File: config.mk
export PLATFORM = sky130hd
export DESIGN_NAME = mc_controller
export DESIGN_NICKNAME = d
export VERILOG_FILES = /design/src/rtl/mips_ctrl_pkg.sv /design/src/rtl/mc_controller_alu_decoder.sv /design/src/rtl/mc_controller.sv
export SDC_FILE = /design/constraint.sdc
export NUM_CORES = 1
export LEC_CHECK = 0
export CORE_MARGIN = 1
export CORE_UTILIZATION = 33
export DETAILED_ROUTE_END_ITERATION = 8
export PLACE_DENSITY = 0.74
export SKIP_CTS_REPAIR_TIMING = 1
export SYNTH_ARGS = -nofsm -noshare
export SYNTH_HDL_FRONTEND = slang
export SYNTH_SLANG_ARGS = --single-unit
export TNS_END_PERCENT = 1
File: constraint.sdc
create_clock -name i_clk -period 2.1 [get_ports i_clk]
set_input_delay 0.42 -clock i_clk [delete_from_list [all_inputs] [get_ports i_clk]]
set_output_delay 0.42 -clock i_clk [all_outputs]
set_load 0.02 [all_outputs]
File: src/rtl/mips_ctrl_pkg.sv
// Shared types and encodings for the multi-cycle MIPS control unit.
package mips_ctrl_pkg;

    // Controller states; FETCH is encoding 0 so it is also the reset state.
    typedef enum logic [3:0] {
        S_FETCH,
        S_DECODE,
        S_MEMADR,
        S_MEMRD,
        S_MEMWB,
        S_MEMWR,
        S_EXECUTE,
        S_ALUWB,
        S_BRANCH,
        S_ADDIEXEC,
        S_ADDIWB,
        S_JUMP
    } state_t;

    // Opcode field values (instruction[31:26]).
    localparam logic [5:0] OP_RTYPE = 6'b000000;
    localparam logic [5:0] OP_LW    = 6'b100011;
    localparam logic [5:0] OP_SW    = 6'b101011;
    localparam logic [5:0] OP_BEQ   = 6'b000100;
    localparam logic [5:0] OP_ADDI  = 6'b001000;
    localparam logic [5:0] OP_J     = 6'b000010;

    // Funct field values (instruction[5:0]) for R-type.
    localparam logic [5:0] F_ADD = 6'b100000;
    localparam logic [5:0] F_SUB = 6'b100010;
    localparam logic [5:0] F_AND = 6'b100100;
    localparam logic [5:0] F_OR  = 6'b100101;
    localparam logic [5:0] F_SLT = 6'b101010;

    // Coarse ALU operation chosen by the FSM; FUNCT defers to the funct field.
    typedef enum logic [1:0] {
        ALUOP_ADD   = 2'b00,
        ALUOP_SUB   = 2'b01,
        ALUOP_FUNCT = 2'b10,
        ALUOP_RSVD  = 2'b11
    } aluop_t;

    // ALU control codes understood by the downstream ALU.
    localparam logic [2:0] ALU_AND = 3'b000;
    localparam logic [2:0] ALU_OR  = 3'b001;
    localparam logic [2:0] ALU_ADD = 3'b010;
    localparam logic [2:0] ALU_SUB = 3'b110;
    localparam logic [2:0] ALU_SLT = 3'b111;

endpackage

File: src/rtl/mc_controller_alu_decoder.sv
// ALU decoder: maps the FSM's aluop plus the funct field to the ALU control word.
module alu_decoder
    import mips_ctrl_pkg::*;
#(
    parameter int CNTRL_WIDTH = 3,
    parameter int OP_WIDTH    = 6
) (
    input  aluop_t                 i_aluop,
    input  logic [OP_WIDTH-1:0]    i_funct,
    output logic [CNTRL_WIDTH-1:0] o_alucontrol
);

    logic [2:0] w_code;

    // Unknown funct and the reserved aluop both fall back to add.
    always_comb begin
        w_code = ALU_ADD;
        case (i_aluop)
            ALUOP_SUB: w_code = ALU_SUB;
            ALUOP_FUNCT: begin
                case (i_funct)
                    F_ADD:   w_code = ALU_ADD;
                    F_SUB:   w_code = ALU_SUB;
                    F_AND:   w_code = ALU_AND;
                    F_OR:    w_code = ALU_OR;
                    F_SLT:   w_code = ALU_SLT;
                    default: w_code = ALU_ADD;
                endcase
            end
            default: w_code = ALU_ADD;
        endcase
    end

    assign o_alucontrol = w_code;

endmodule

File: src/rtl/mc_controller.sv
// Multi-cycle MIPS control unit: Moore FSM sequencing lw/sw/R-type/beq/addi/j
// and driving every datapath select and write enable.
module mc_controller
    import mips_ctrl_pkg::*;
#(
    parameter int CNTRL_WIDTH = 3,
    parameter int OP_WIDTH    = 6
) (
    input  logic                   i_clk,
    input  logic                   i_rst_n,
    input  logic [OP_WIDTH-1:0]    i_op,
    input  logic [OP_WIDTH-1:0]    i_funct,
    input  logic                   i_zero,
    output logic                   o_iord,
    output logic                   o_memwrite,
    output logic                   o_irwrite,
    output logic                   o_regdst,
    output logic                   o_memtoreg,
    output logic                   o_regwrite,
    output logic                   o_alusrca,
    output logic [1:0]             o_alusrcb,
    output logic [1:0]             o_pcsrc,
    output logic                   o_pcen,
    output logic [CNTRL_WIDTH-1:0] o_alucontrol
);

    state_t r_state;
    state_t w_next;
    aluop_t w_aluop;
    logic   w_pcwrite;
    logic   w_branch;

    // State register; reset abandons whatever instruction is in flight.
    always_ff @(posedge i_clk) begin
        if (!i_rst_n) r_state <= S_FETCH;
        else          r_state <= w_next;
    end

    // Next-state and Moore output decode; reset forces the FETCH selects with all enables off.
    always_comb begin
        w_next     = S_FETCH;
        o_iord     = 1'b0;
        o_memwrite = 1'b0;
        o_irwrite  = 1'b0;
        o_regdst   = 1'b0;
        o_memtoreg = 1'b0;
        o_regwrite = 1'b0;
        o_alusrca  = 1'b0;
        o_alusrcb  = 2'b00;
        o_pcsrc    = 2'b00;
        w_pcwrite  = 1'b0;
        w_branch   = 1'b0;
        w_aluop    = ALUOP_ADD;
        case (r_state)
            S_FETCH: begin
                w_next    = S_DECODE;
                o_alusrcb = 2'b01;
                o_irwrite = 1'b1;
                w_pcwrite = 1'b1;
            end
            S_DECODE: begin
                o_alusrcb = 2'b11;
                case (i_op)
                    OP_LW, OP_SW: w_next = S_MEMADR;
                    OP_RTYPE:     w_next = S_EXECUTE;
                    OP_BEQ:       w_next = S_BRANCH;
                    OP_ADDI:      w_next = S_ADDIEXEC;
                    OP_J:         w_next = S_JUMP;
                    default:      w_next = S_FETCH;
                endcase
            end
            S_MEMADR: begin
                w_next    = (i_op == OP_LW) ? S_MEMRD : S_MEMWR;
                o_alusrca = 1'b1;
                o_alusrcb = 2'b10;
            end
            S_MEMRD: begin
                w_next = S_MEMWB;
                o_iord = 1'b1;
            end
            S_MEMWB: begin
                o_memtoreg = 1'b1;
                o_regwrite = 1'b1;
            end
            S_MEMWR: begin
                o_iord     = 1'b1;
                o_memwrite = 1'b1;
            end
            S_EXECUTE: begin
                w_next    = S_ALUWB;
                o_alusrca = 1'b1;
                w_aluop   = ALUOP_FUNCT;
            end
            S_ALUWB: begin
                o_regdst   = 1'b1;
                o_regwrite = 1'b1;
            end
            S_BRANCH: begin
                o_alusrca = 1'b1;
                w_aluop   = ALUOP_SUB;
                o_pcsrc   = 2'b01;
                w_branch  = 1'b1;
            end
            S_ADDIEXEC: begin
                w_next    = S_ADDIWB;
                o_alusrca = 1'b1;
                o_alusrcb = 2'b10;
            end
            S_ADDIWB: begin
                o_regwrite = 1'b1;
            end
            S_JUMP: begin
                o_pcsrc   = 2'b10;
                w_pcwrite = 1'b1;
            end
            default: w_next = S_FETCH;
        endcase
        if (!i_rst_n) begin
            o_iord     = 1'b0;
            o_memwrite = 1'b0;
            o_irwrite  = 1'b0;
            o_regdst   = 1'b0;
            o_memtoreg = 1'b0;
            o_regwrite = 1'b0;
            o_alusrca  = 1'b0;
            o_alusrcb  = 2'b01;
            o_pcsrc    = 2'b00;
            w_pcwrite  = 1'b0;
            w_branch   = 1'b0;
            w_aluop    = ALUOP_ADD;
        end
    end

    // zero only reaches pcen, and only while BRANCH has w_branch set.
    assign o_pcen = w_pcwrite | (w_branch & i_zero);

    alu_decoder #(
        .CNTRL_WIDTH (CNTRL_WIDTH),
        .OP_WIDTH    (OP_WIDTH)
    ) u_alu_decoder (
        .i_aluop      (w_aluop),
        .i_funct      (i_funct),
        .o_alucontrol (o_alucontrol)
    );

endmodule

; After elaboration in Yosys (flattened, before gate mapping)
; Index checks and enable logic that the tools add are counted.
[word_totals]
reg_bits = 4
word_cells = 62
input_bits = 15
[classes]
bitwise = 2
n_reduce_logical = 8
n_eq_ne = 22
mux = 29
[ops]
columns = cell, n
row1 = == test 6 bit (second input constant), 6
row2 = case mux 4 bit (6 select lines), 1
row3 = case mux 4 bit (5 select lines), 1
row4 = two-way mux 1 bit, 18
row5 = == test 4 x 3 -> 1 bit (second input constant), 4
row6 = == test 4 bit (second input constant), 4
row7 = case mux 3 bit (4 select lines), 1
row8 = == test 4 x 2 -> 1 bit (second input constant), 2
row9 = case mux 2 bit (2 select lines), 2
row10 = OR reduction 2 bit, 4
row11 = == test 6 x 2 -> 1 bit (second input constant), 1
row12 = == test 6 x 3 -> 1 bit (second input constant), 1
row13 = == test 6 x 4 -> 1 bit (second input constant), 1
row14 = logical NOT 6 bit, 1
row15 = two-way mux 2 bit, 3
row16 = case mux 2 bit (3 select lines), 1
row17 = case mux 3 bit (2 select lines), 1
row18 = == test 4 x 1 -> 1 bit (second input constant), 1
row19 = logical NOT 4 bit, 1
row20 = OR reduction 4 bit, 1
row21 = two-way mux 3 bit, 1
row22 = OR reduction 3 bit, 1
row23 = == test 2 x 1 -> 1 bit (second input constant), 1
row24 = == test 2 bit (second input constant), 1
row25 = 2 further kinds, 2

; Logic depth before layout (Yosys ltp)
; Gate-level depths: netlist of run 1.
[logic_depth]
depth_word = 5
mapped_depth = 10
mapped_depth_nobuf = 9

; By module
; Synthesis of run 1 repeated with hierarchy kept, for this count alone.
[unflattened]
cells_unflattened = 84
area_unflattened_um2 = 584.3
[by_module_without_submodules]
columns = module, area_each_um2, seq_area_each_um2, cells_per_inst, n_inst
row1 = mc_controller, 465.4, 80.1, 69, 1
row2 = alu_decoder, 118.9, 0.0, 15, 1

; Worst setup path after synthesis of run 1
; OpenSTA, ideal clock, no wires.
[synth_timing]
kind = reg2out
from = register r_state[1]
to = output o_alucontrol[2]
path_stages_with_launch = 10
arrival_time_ps = 1925
t_required_ps = 1680
setup_slack_ps = -245
n_path_buf = 1
cell_sequence = dfxtp_1 > clkbuf_1 > nand2b_1 > or2_2 > inv_1 > ha_1 > inv_1 > nor4_1 > nor2_1 > nor2_1
[synth_between]
elab_chain_len = 5
elab_cells_between_ends = 7
[synth_lines]
columns = item, line_no
row1 = start: declaration, mc_controller.sv:27  ; state_t r_state;
row2 = start signal: assignment, mc_controller.sv:36  ; else r_state <= w_next;
row3 = == test 4 bit / == test 4 x 3 -> 1 bit (equally long branches), mc_controller.sv:54  ; case (r_state)
row4 = case mux 2 bit (2 select lines) (*), mc_controller.sv:54
row5 = two-way mux 2 bit (*), mc_controller.sv:118  ; if (!i_rst_n) begin
row6 = == test 2 bit / == test 2 x 1 -> 1 bit (equally long branches), mc_controller_alu_decoder.sv:18  ; case (i_aluop)
row7 = case mux 3 bit (2 select lines) (*), mc_controller_alu_decoder.sv:18
row8 = end: declaration, mc_controller.sv:24  ; output logic [CNTRL_WIDTH-1:0] o_alucontrol
; Every way passes the cells marked *; elsewhere a longest branch is shown, timed or not.

; Worst setup path after layout of run 1
[layout_timing]
from = register r_state[2]
to = output o_alucontrol[2]
; The elaborated chain is that of the path after synthesis.

==> summary.txt, run 1 <==
Flow run
  – Max capacitance violation total: 0

Worst setup path
  – Critical path type: flop to output pin
  – Max FO, Critical Path: 2
  – R2R Setup Slk: 0.69 ns
  – Path depth of the worst reg2reg path: 4
  – CP arrival: 1.82 ns
  – RR Endpoint: r_state[2]
  – Reg2Reg Launch Point: r_state[0]
  – Crit end category: output pin
  – Startpoint types: flop
  – Worst EP required: 1.68 ns

STA
  – Clock Skews: 0.00948 ns
  – Final min period: 2.24 ns
  – Hold Violations, Final: 0
  – Final setup viols: 3
  – Max_slew headroom: roughly four fifths
  – Worst Setup Slack, final: -0.137 ns
  – Measured slew at the worst slew-check pin: 0.324 ns
  – Setup TNS: -0.325 ns
  – Crit share post-route: 107%
  – Unrepaired setup endpoints after global routing: yes
  – Fmax: approximately 450 MHz
  – Max Slew Vio Count: 0

Clocking
  – Clock slew seen by the registers of the worst setup and hold paths: 0.04 ns
  – Root Driver: clkbuf_4
  – CTS tree: done
  – Clk buf depth: 2
  – Cts bufs inserted: 3
  – Clock Sinks: 4
  – H-tree lvl count: 1
  – Clk Latency, worst-skew pair: 0.24 ns

Global routing
  – Vias in the first global route: 677
  – GRT overflow: 0
  – Initial antenna violation count: 0
  – Largest net degree at the start of global routing: 12
  – Total GRT Usage: a little under a fifth
  – First-pass GRT wire length: 2620 um

Worst hold path
  – Worst hold stages: 3
  – Hold endpoint: r_state[3]
  – Hold_sp: i_rst_n
  – Hold Path Class: input port to flop

Synthesis
  – Yosys reg bits: 4
  – Sequential fraction of the synthesis area: between 15 and 20%
  – Post-synth net total: 100
  – Synthesis warning total: 0
  – Post-Synthesis Cells: 83
  – Yosys cell types: 30
  – Synthesized area: approximately 520 um2
  – Synthesized area per cell: about 6.3 um2

Floorplanning
  – Cell row count: 13
  – Initial Utilization: 37.7%
  – Die H: 41.8 um
  – I/O Pins: 30
  – Full die area: 1740 um2
  – Core area: 1380 um2
  – Die width: 41.8 um

Cells and area
  – Layout cells sized above 1: 26.8%
  – Final core utilization: 73.8%
  – Number of flip-flops in the largest register: 4
  – Final nets: 146
  – Area delta synth->final: 95.4%
  – Reg area: around 80 um2
  – Layout fillers: around 120
  – Largest reg by FF count: r_state
  – Multi-input gate area in the final layout: 443 um2
  – Commonest non-fill, non-tap cells in the layout: 17 x buf_4, 15 x clkdlybuf4s50_1, 11 x nor2_1, 11 x dlymetal6s2s_1, 9 x o21ai_0
  – Commonest non-fill, non-tap cell in the layout: buf_4
  – Top flop regs: r_state: 4 flops
  – Ant diodes: 0

Pwr
  – Leakage: 0.586 nW
  – PwrDens: about 280 nW/um2
  – Peak VDD IR: 0.208 mV

Detailed routing
  – Wire length per cell: 11.9 um
  – Final wirelength: between 1500 and 2000 um
  – Starting DRT DRC Count: 12
  – Via/cell ratio: 5.41
  – DRT Pass-1 Iters: 4
  – DR vias: 768
  – ANT nets after route: 0
  – DRC errors left: 0

Status
  – Failing checks: setup timing
  – Outcome: finished with violations

Placement
  – Post-detail-place hpwl: between 1000 and 1500 um
  – RePlAce Congestion: 0.807
  – I/O Buffers: 29
## worst max-delay path by stage
stage	start	end	slack, ns	depth (start not counted)
global route	r_state[2]	o_alucontrol[2]	-0.23	10
floorplan	i_rst_n	o_alucontrol[2]	0.02	9
detailed placement	i_rst_n	o_alucontrol[2]	-0.92	10
global placement	i_rst_n	o_alucontrol[2]	-0.84	10
CTS	i_rst_n	o_alucontrol[2]	-0.92	10
finish	r_state[2]	o_alucontrol[2]	-0.14	10
## cell type report
type,instances,area share (%)
multi-input combinational,69,43.4
sequential,4,7.85
timing repair buffer,46,42.8
inverter,5,1.84
clock buffer,3,2.21
tap,15,1.84
## synth_stat cells, drive strengths merged
| library cell | n | area share, % |
|---|---|---|
| nor2 | 13 | 9.4 |
| o21ai | 9 | 8.6 |
| nand2 | 6 | 4.3 |
| a21oi | 5 | 4.8 |
| inv | 5 | 3.6 |
| dfxtp | 4 | 15 |
| nand2b | 4 | 4.8 |
| and3 | 3 | 3.6 |
| clkbuf | 3 | 2.2 |
| nor2b | 3 | 3.6 |
| nor3 | 3 | 2.9 |
| buf | 2 | 1.9 |
| ha | 2 | 4.8 |
| nand3 | 2 | 1.9 |
| or3 | 2 | 2.4 |
| or4 | 2 | 2.9 |
| xor2 | 2 | 3.4 |
| a211o | 1 | 1.7 |
| a31oi | 1 | 1.2 |
| a32o | 1 | 1.9 |
| and2 | 1 | 1.2 |
| nand3b | 1 | 1.4 |
| nor4 | 1 | 1.2 |
| nor4b | 1 | 1.7 |
| o2111ai | 1 | 1.7 |
| o31ai | 1 | 1.4 |
| o41ai | 1 | 1.7 |
| or2 | 1 | 1.2 |
| or3b | 1 | 1.7 |
| xnor2 | 1 | 1.7 |
## cell families (layout without fill, tap and decap cells)
logic type,count (synthesis),after routing,share of synthesized area (%)
flip-flops,4,4,15.3
adder cells (fa/ha/maj),2,2,4.80
XOR/XNOR,3,3,5.04
AND/OR/NAND/NOR,44,44,44.1
AO/OA/AOI/OAI,20,20,23.0
buffers and inverters,10,54,7.67
## worst max-delay path, stage by stage, from the launching register on
cell and delay (ns):
dfxtp_1 0.34, nor2b_2 0.17, nand2_1 0.08, or2_4 0.24, inv_2 0.05, ha_2 0.16, inv_1 0.07, nor4_4 0.16
nor2_1 0.08, nor2_2 0.10, buf_4 0.14
## power breakdown
part / internal (W) / switching, W / leakage, nW
sequential: 0.0000786 / 0.00000274 / 0.0326
combinational: 0.0000606 / 0.0000443 / 0.540
clock: 0.0000641 / 0.0000342 / 0.0138
total: 0.000203 / 0.0000812 / 0.586
## layer usage
metal | global-route usage [%] | vias up | share of wire, %
met5 | 0 | - | 0
met1 | 20.6 | 357 | 41
met3 | 1.30 | 2 | 3.9
met4 | 7.74 | 0 | 0.59
met2 | 36.6 | 26 | 55
li1 | - | 383 | -
## per-stage QoR
| stage | setup slack, ns | cell area (um2) | hold WS, ns | cells | power, W |
|---|---|---|---|---|---|
| 2_1_floorplan | 0.0182 | 558 | 0.487 | 83 | 0.000124 |
| 3_3_place_gp | -0.841 | 960 | 0.606 | 139 | 0.000183 |
| 3_5_place_dp | -0.921 | 960 | 0.618 | 139 | 0.000185 |
| 4_1_cts | -0.922 | 982 | 0.639 | 142 | 0.000287 |
| 5_1_grt | -0.226 | 1020 | 0.639 | 142 | 0.000301 |
| 6_report | -0.137 | 1020 | 0.624 | 142 | 0.000285 |
(Power assumes the default switching activity.)
==> run 2, diff against run 1 <==
CORE_UTILIZATION = 30   (was 33)
PLACE_DENSITY = unset   (was 0.74)
PLACE_DENSITY_LB_ADDON = 0.25   (was unset)
==> summary.txt, run 2 (synthesis gave the netlist of run 1 again) <==
Placement
  – Post-detail-place hpwl: 1340 um
  – I/O Buffers: 29
  – RePlAce Congestion: around 0.80

Global routing
  – Initial antenna violation count: 0
  – GRT overflow: 0
  – Total GRT Usage: 17.3%
  – Vias in the first global route: 672
  – First-pass GRT wire length: about 2600 um
  – Largest net degree at the start of global routing: 12

Detailed routing
  – DRT Pass-1 Iters: 6
  – Final wirelength: approximately 1700 um
  – ANT nets after route: 0
  – Via/cell ratio: 5.27
  – Wire length per cell: 11.8 um
  – Starting DRT DRC Count: 13
  – DRC errors left: 3
  – DR vias: 754

Floorplanning
  – I/O Pins: 30
  – Die width: 43.7 um
  – Core area: 1560 um2
  – Cell row count: 14
  – Initial Utilization: 33.5%
  – Full die area: 1910 um2
  – Die H: 43.7 um

Clocking
  – Clk Latency, worst-skew pair: about 0.23 ns
  – Cts bufs inserted: 3
  – Root Driver: clkbuf_4
  – H-tree lvl count: 1
  – CTS tree: done
  – Clk buf depth: 2
  – Clock Sinks: 4
  – Clock slew seen by the registers of the worst setup and hold paths: 0.04 ns

Cells and area
  – Final nets: 146
  – Commonest non-fill, non-tap cell in the layout: buf_4
  – Layout cells sized above 1: 26.8%
  – Commonest non-fill, non-tap cells in the layout: 18 x buf_4, 16 x clkdlybuf4s50_1, 11 x nor2_1
  – Ant diodes: 0
  – Top flop regs: r_state: 4 flops
  – Area delta synth->final: 95.9%
  – Layout fillers: 124
  – Largest reg by FF count: r_state
  – Number of flip-flops in the largest register: 4
  – Final core utilization: about two thirds

Pwr
  – Leakage: between 0.5 and 0.6 nW
  – Sw Ratio: between 20 and 30%
  – P_int: 0.000202 W
  – Comb power frac: 37.6%
  – Peak VDD IR: around 0.25 mV
  – Flop pwr share: 29.1%
  – PwrDens: 272 nW/um2
  – Net switching power: 0.0000757 W
  – Clock network fraction of design power: approximately a third

Worst setup path
  – Worst EP required: around 1.7 ns
  – Startpoint types: flop
  – Max FO, Critical Path: 2
  – R2R Setup Slk: 0.69 ns
  – CP arrival: 1.78 ns
  – Critical path type: flop to output pin
  – Crit end category: output pin

STA
  – Hold Violations, Final: 0
  – Fmax: 454 MHz
  – Max_slew headroom: 77.0%
  – Measured slew at the worst slew-check pin: 0.340 ns
  – Unrepaired setup endpoints after global routing: yes
  – Crit share post-route: 105%
  – Clock Skews: 0.00303 ns
  – Hold Worst Slack: between 0.6 and 0.7 ns
  – Max Slew Vio Count: 0
  – Final min period: 2.20 ns
  – Final setup viols: 4
  – Worst Setup Slack, final: -0.101 ns
  – Setup TNS: -0.291 ns

Worst hold path
  – Hold Path Class: flop to flop

Flow run
  – Max capacitance violation total: 0

Status
  – Failing checks: DRC, setup timing
  – Outcome: finished with violations
run 2: changes by cell type in the layout (fill, tap and decap cells not counted):
| cell | before | now |
|---|---|---|
| dlymetal6s2s_1 | 11 | 10 |
| buf_2 | 2 | 0 |
| buf_4 | 17 | 18 |
| inv_1 | 3 | 4 |
| dfxtp_1 | 4 | 3 |
| inv_2 | 2 | 1 |
| clkbuf_2 | 0 | 1 |
| dfxtp_2 | 0 | 1 |
| clkdlybuf4s50_1 | 15 | 16 |
run 2: final cells by class:
class	instances	area, um2	share of cell area, %
multi-input combinational	69	443	43.3
inverter	5	18.8	1.84
clock buffer	3	22.5	2.20
timing repair buffer	46	437	42.7
sequential	4	81.3	7.96
tap	16	20.0	1.96
run 2: worst paths after layout:
path                                         to       start  depth (start not counted)
worst max-delay path            o_alucontrol[2]  r_state[2]                         10
worst min-delay path                 r_state[0]  r_state[0]                          2
worst max register to register       r_state[2]  r_state[0]                          4
worst min register to register       r_state[0]  r_state[0]                          2
run 2: power by group through the flow:
stage / Sequential (W) / Combinational (W) / Clock (W)
5_1_grt: 0.0000811 / 0.000114 / 0.000102
2_1_floorplan: 0.0000823 / 0.0000421 / 0
3_3_place_gp: 0.0000818 / 0.000101 / 0
4_1_cts: 0.0000808 / 0.000103 / 0.0000950
3_5_place_dp: 0.0000817 / 0.000103 / 0
6_report: 0.0000808 / 0.000105 / 0.0000926
run 2: metal layers:
layer / vias to the layer above / GRT usage (%) / routed length [um]
met5: - / 0 / 0
met4: 0 / 5.00 / 0
met3: 0 / 2.08 / 92
met2: 24 / 32.8 / 880
met1: 347 / 20.0 / 709
li1: 383 / - / -
run 2: worst max-delay path, stage by stage (launching register included):
cell	delay, ns
dfxtp_1	0.32
nor2b_2	0.16
nand2_1	0.08
or2_4	0.24
inv_2	0.05
ha_2	0.16
inv_1	0.07
nor4_4	0.15
nor2_1	0.09
nor2_2	0.10
buf_4	0.14
run 2: stage by stage:
step	area, um2	setup slack (ns)	std cells	total power, W
floorplan	558	0.0182	83	0.000124
global placement	961	-0.861	140	0.000182
detailed placement	961	-0.892	140	0.000184
CTS	983	-0.904	143	0.000279
global route	1020	-0.245	143	0.000297
finish	1020	-0.101	143	0.000278
==> run 3, diff against run 2 <==
PLACE_DENSITY_LB_ADDON = 0.05   (was 0.25)
==> summary.txt, run 3 (synthesis gave the netlist of run 1 again) <==
Cells and area
  – Commonest non-fill, non-tap cells in the layout: 21 x buf_4, 15 x clkdlybuf4s50_1, 11 x nor2_1, 11 x dlymetal6s2s_1, 9 x o21ai_0
  – Non-filler instance count after layout: 146
  – Area delta synth->final: 99.8%
  – Layout cells sized above 1: 27.7%
  – Commonest non-fill, non-tap cell in the layout: buf_4
  – Final core utilization: 66.9%
  – Largest reg by FF count: r_state
  – Top flop regs: r_state: 4 flops
  – Final nets: between 100 and 150
  – Ant diodes: 0
  – Number of flip-flops in the largest register: 4

Clocking
  – Clk buf depth: 2
  – Root Driver: clkbuf_4
  – Clock Sinks: 4
  – Cts bufs inserted: 3
  – CTS tree: done
  – Clock slew seen by the registers of the worst setup and hold paths: 0.04 ns
  – Clk Latency, worst-skew pair: 0.23 ns
  – H-tree lvl count: 1

STA
  – Worst Setup Slack, final: -0.0507 ns
  – Final setup viols: 2
  – Final min period: about 2.2 ns
  – Setup TNS: -0.0904 ns
  – Unrepaired setup endpoints after global routing: yes
  – Hold Violations, Final: 0
  – Max Slew Vio Count: 0
  – Crit share post-route: 102%
  – Measured slew at the worst slew-check pin: 0.352 ns
  – Max_slew headroom: between 70 and 80%
  – Clock Skews: 0.00166 ns
  – Fmax: 465 MHz

Worst setup path
  – Worst EP required: between 1.5 and 2 ns
  – Slowest cell on the critical path: dfxtp_1
  – Crit end category: output pin
  – Startpoint types: flop
  – Critical path type: flop to output pin
  – Cell family with most CP delay: simple AND/OR/NAND/NOR gates
  – Critical Path Max Stage Delay: 0.31 ns
  – Reg2Reg Launch Point: r_state[0]
  – Buffers and inverters on the worst path: 3
  – CP Depth: 10
  – Max FO, Critical Path: 2
  – Path depth of the worst reg2reg path: 4
  – CP arrival: between 1.5 and 2 ns
  – CP cell instances: nor2b_2 -> nand2_1 -> or2_4 -> inv_2 -> ha_2 -> inv_1 -> nor4_4 -> nor2_1 -> nor2_2 -> buf_4
  – Crit path launch: r_state[2]

Pwr
  – Comb power frac: 38.2%
  – Net switching power: 0.0000729 W
  – Final Total Pwr: 0.000277 W
  – Sw Ratio: roughly a quarter
  – Peak VDD IR: 0.267 mV
  – P_int: 0.000204 W
  – Clock network fraction of design power: 32.6%
  – Leakage: 0.597 nW
  – PwrDens: roughly 270 nW/um2
  – Flop pwr share: slightly below 30%

Placement
  – Pre-CTS setup slack: -0.883 ns
  – Post-detail-place hpwl: 1320 um
  – Placed Cells: 143
  – I/O Buffers: 29
  – RePlAce Congestion: 0.871

Worst hold path
  – Hold Path Class: flop to flop
  – Hold_sp: r_state[0]
  – Worst hold stages: 2

Global routing
  – First-pass GRT wire length: 2500 um
  – Vias in the first global route: 613
  – Largest net degree at the start of global routing: 12
  – Initial antenna violation count: 0
  – Total GRT Usage: 16.6%
  – GRT overflow: 0

Detailed routing
  – Final wirelength: about 1600 um
  – Starting DRT DRC Count: 11
  – DRT Pass-1 Iters: 6
  – Via/cell ratio: 5.00
  – DR vias: 730
  – ANT nets after route: 0
  – Wire length per cell: 10.7 um
  – DRC errors left: 2

Floorplanning
  – Initial Utilization: 33.5%
  – I/O Pins: 30
  – Core area: 1560 um2
  – Die H: 43.7 um
  – Cell row count: 14
  – Full die area: between 1500 and 2000 um2
  – Die width: 43.7 um

Status
  – Outcome: finished with violations
  – Failing checks: DRC, setup timing

Flow run
  – Max capacitance violation total: 0
==> run 3: path summary, 6_finish.rpt <==
kind	end	slack [ns]
setup / recovery	o_alucontrol[2]	-0.05
hold / removal	r_state[0]	0.62
setup reg to reg	r_state[2]	0.70
hold reg to reg	r_state[0]	0.62
==> run 3: layout make-up <==
cell class | instances | area [um2]
Inverter | 5 | 18.8
Multi-Input combinational cell | 69 | 438
Tap cell | 16 | 20.0
Timing Repair Buffer | 49 | 462
Clock buffer | 3 | 22.5
Fill cell | 140 | 517
Sequential cell | 4 | 81.3
==> run 3: metrics by stage <==
stage               instance area [um2]  hold slack (ns)
floorplan                           558            0.487
global placement                    983            0.599
detailed placement                  983            0.609
CTS                                1010            0.614
global route                       1040            0.636
finish                             1040            0.620
==> run 3: worst register-to-register path, stage by stage (launching register included) <==
cell and delay, ns:
dfxtp_1 0.32, buf_4 0.16, or4_1 0.51, o2111ai_1 0.19, a21oi_1 0.10
==> run 3: routing by layer <==
metal | part of all wire, % | GRT usage, % | routed length (um) | vias to the layer above
li1 | - | - | - | 387
met2 | 47 | 26.9 | 725 | 18
met3 | 5.5 | 0.417 | 86 | 0
met4 | 0 | 5.63 | 0 | 0
met5 | 0 | 0 | 0 | -
met1 | 48 | 23.5 | 743 | 325
==> run 3: power by group through the flow <==
stage	registers, W	clock network (W)	logic, W
after floorplan	0.0000823	0	0.0000421
after global placement	0.0000818	0	0.000104
after detailed placement	0.0000819	0	0.000105
after CTS	0.0000808	0.0000961	0.000105
after global routing	0.0000810	0.0000975	0.000114
final	0.0000809	0.0000903	0.000106
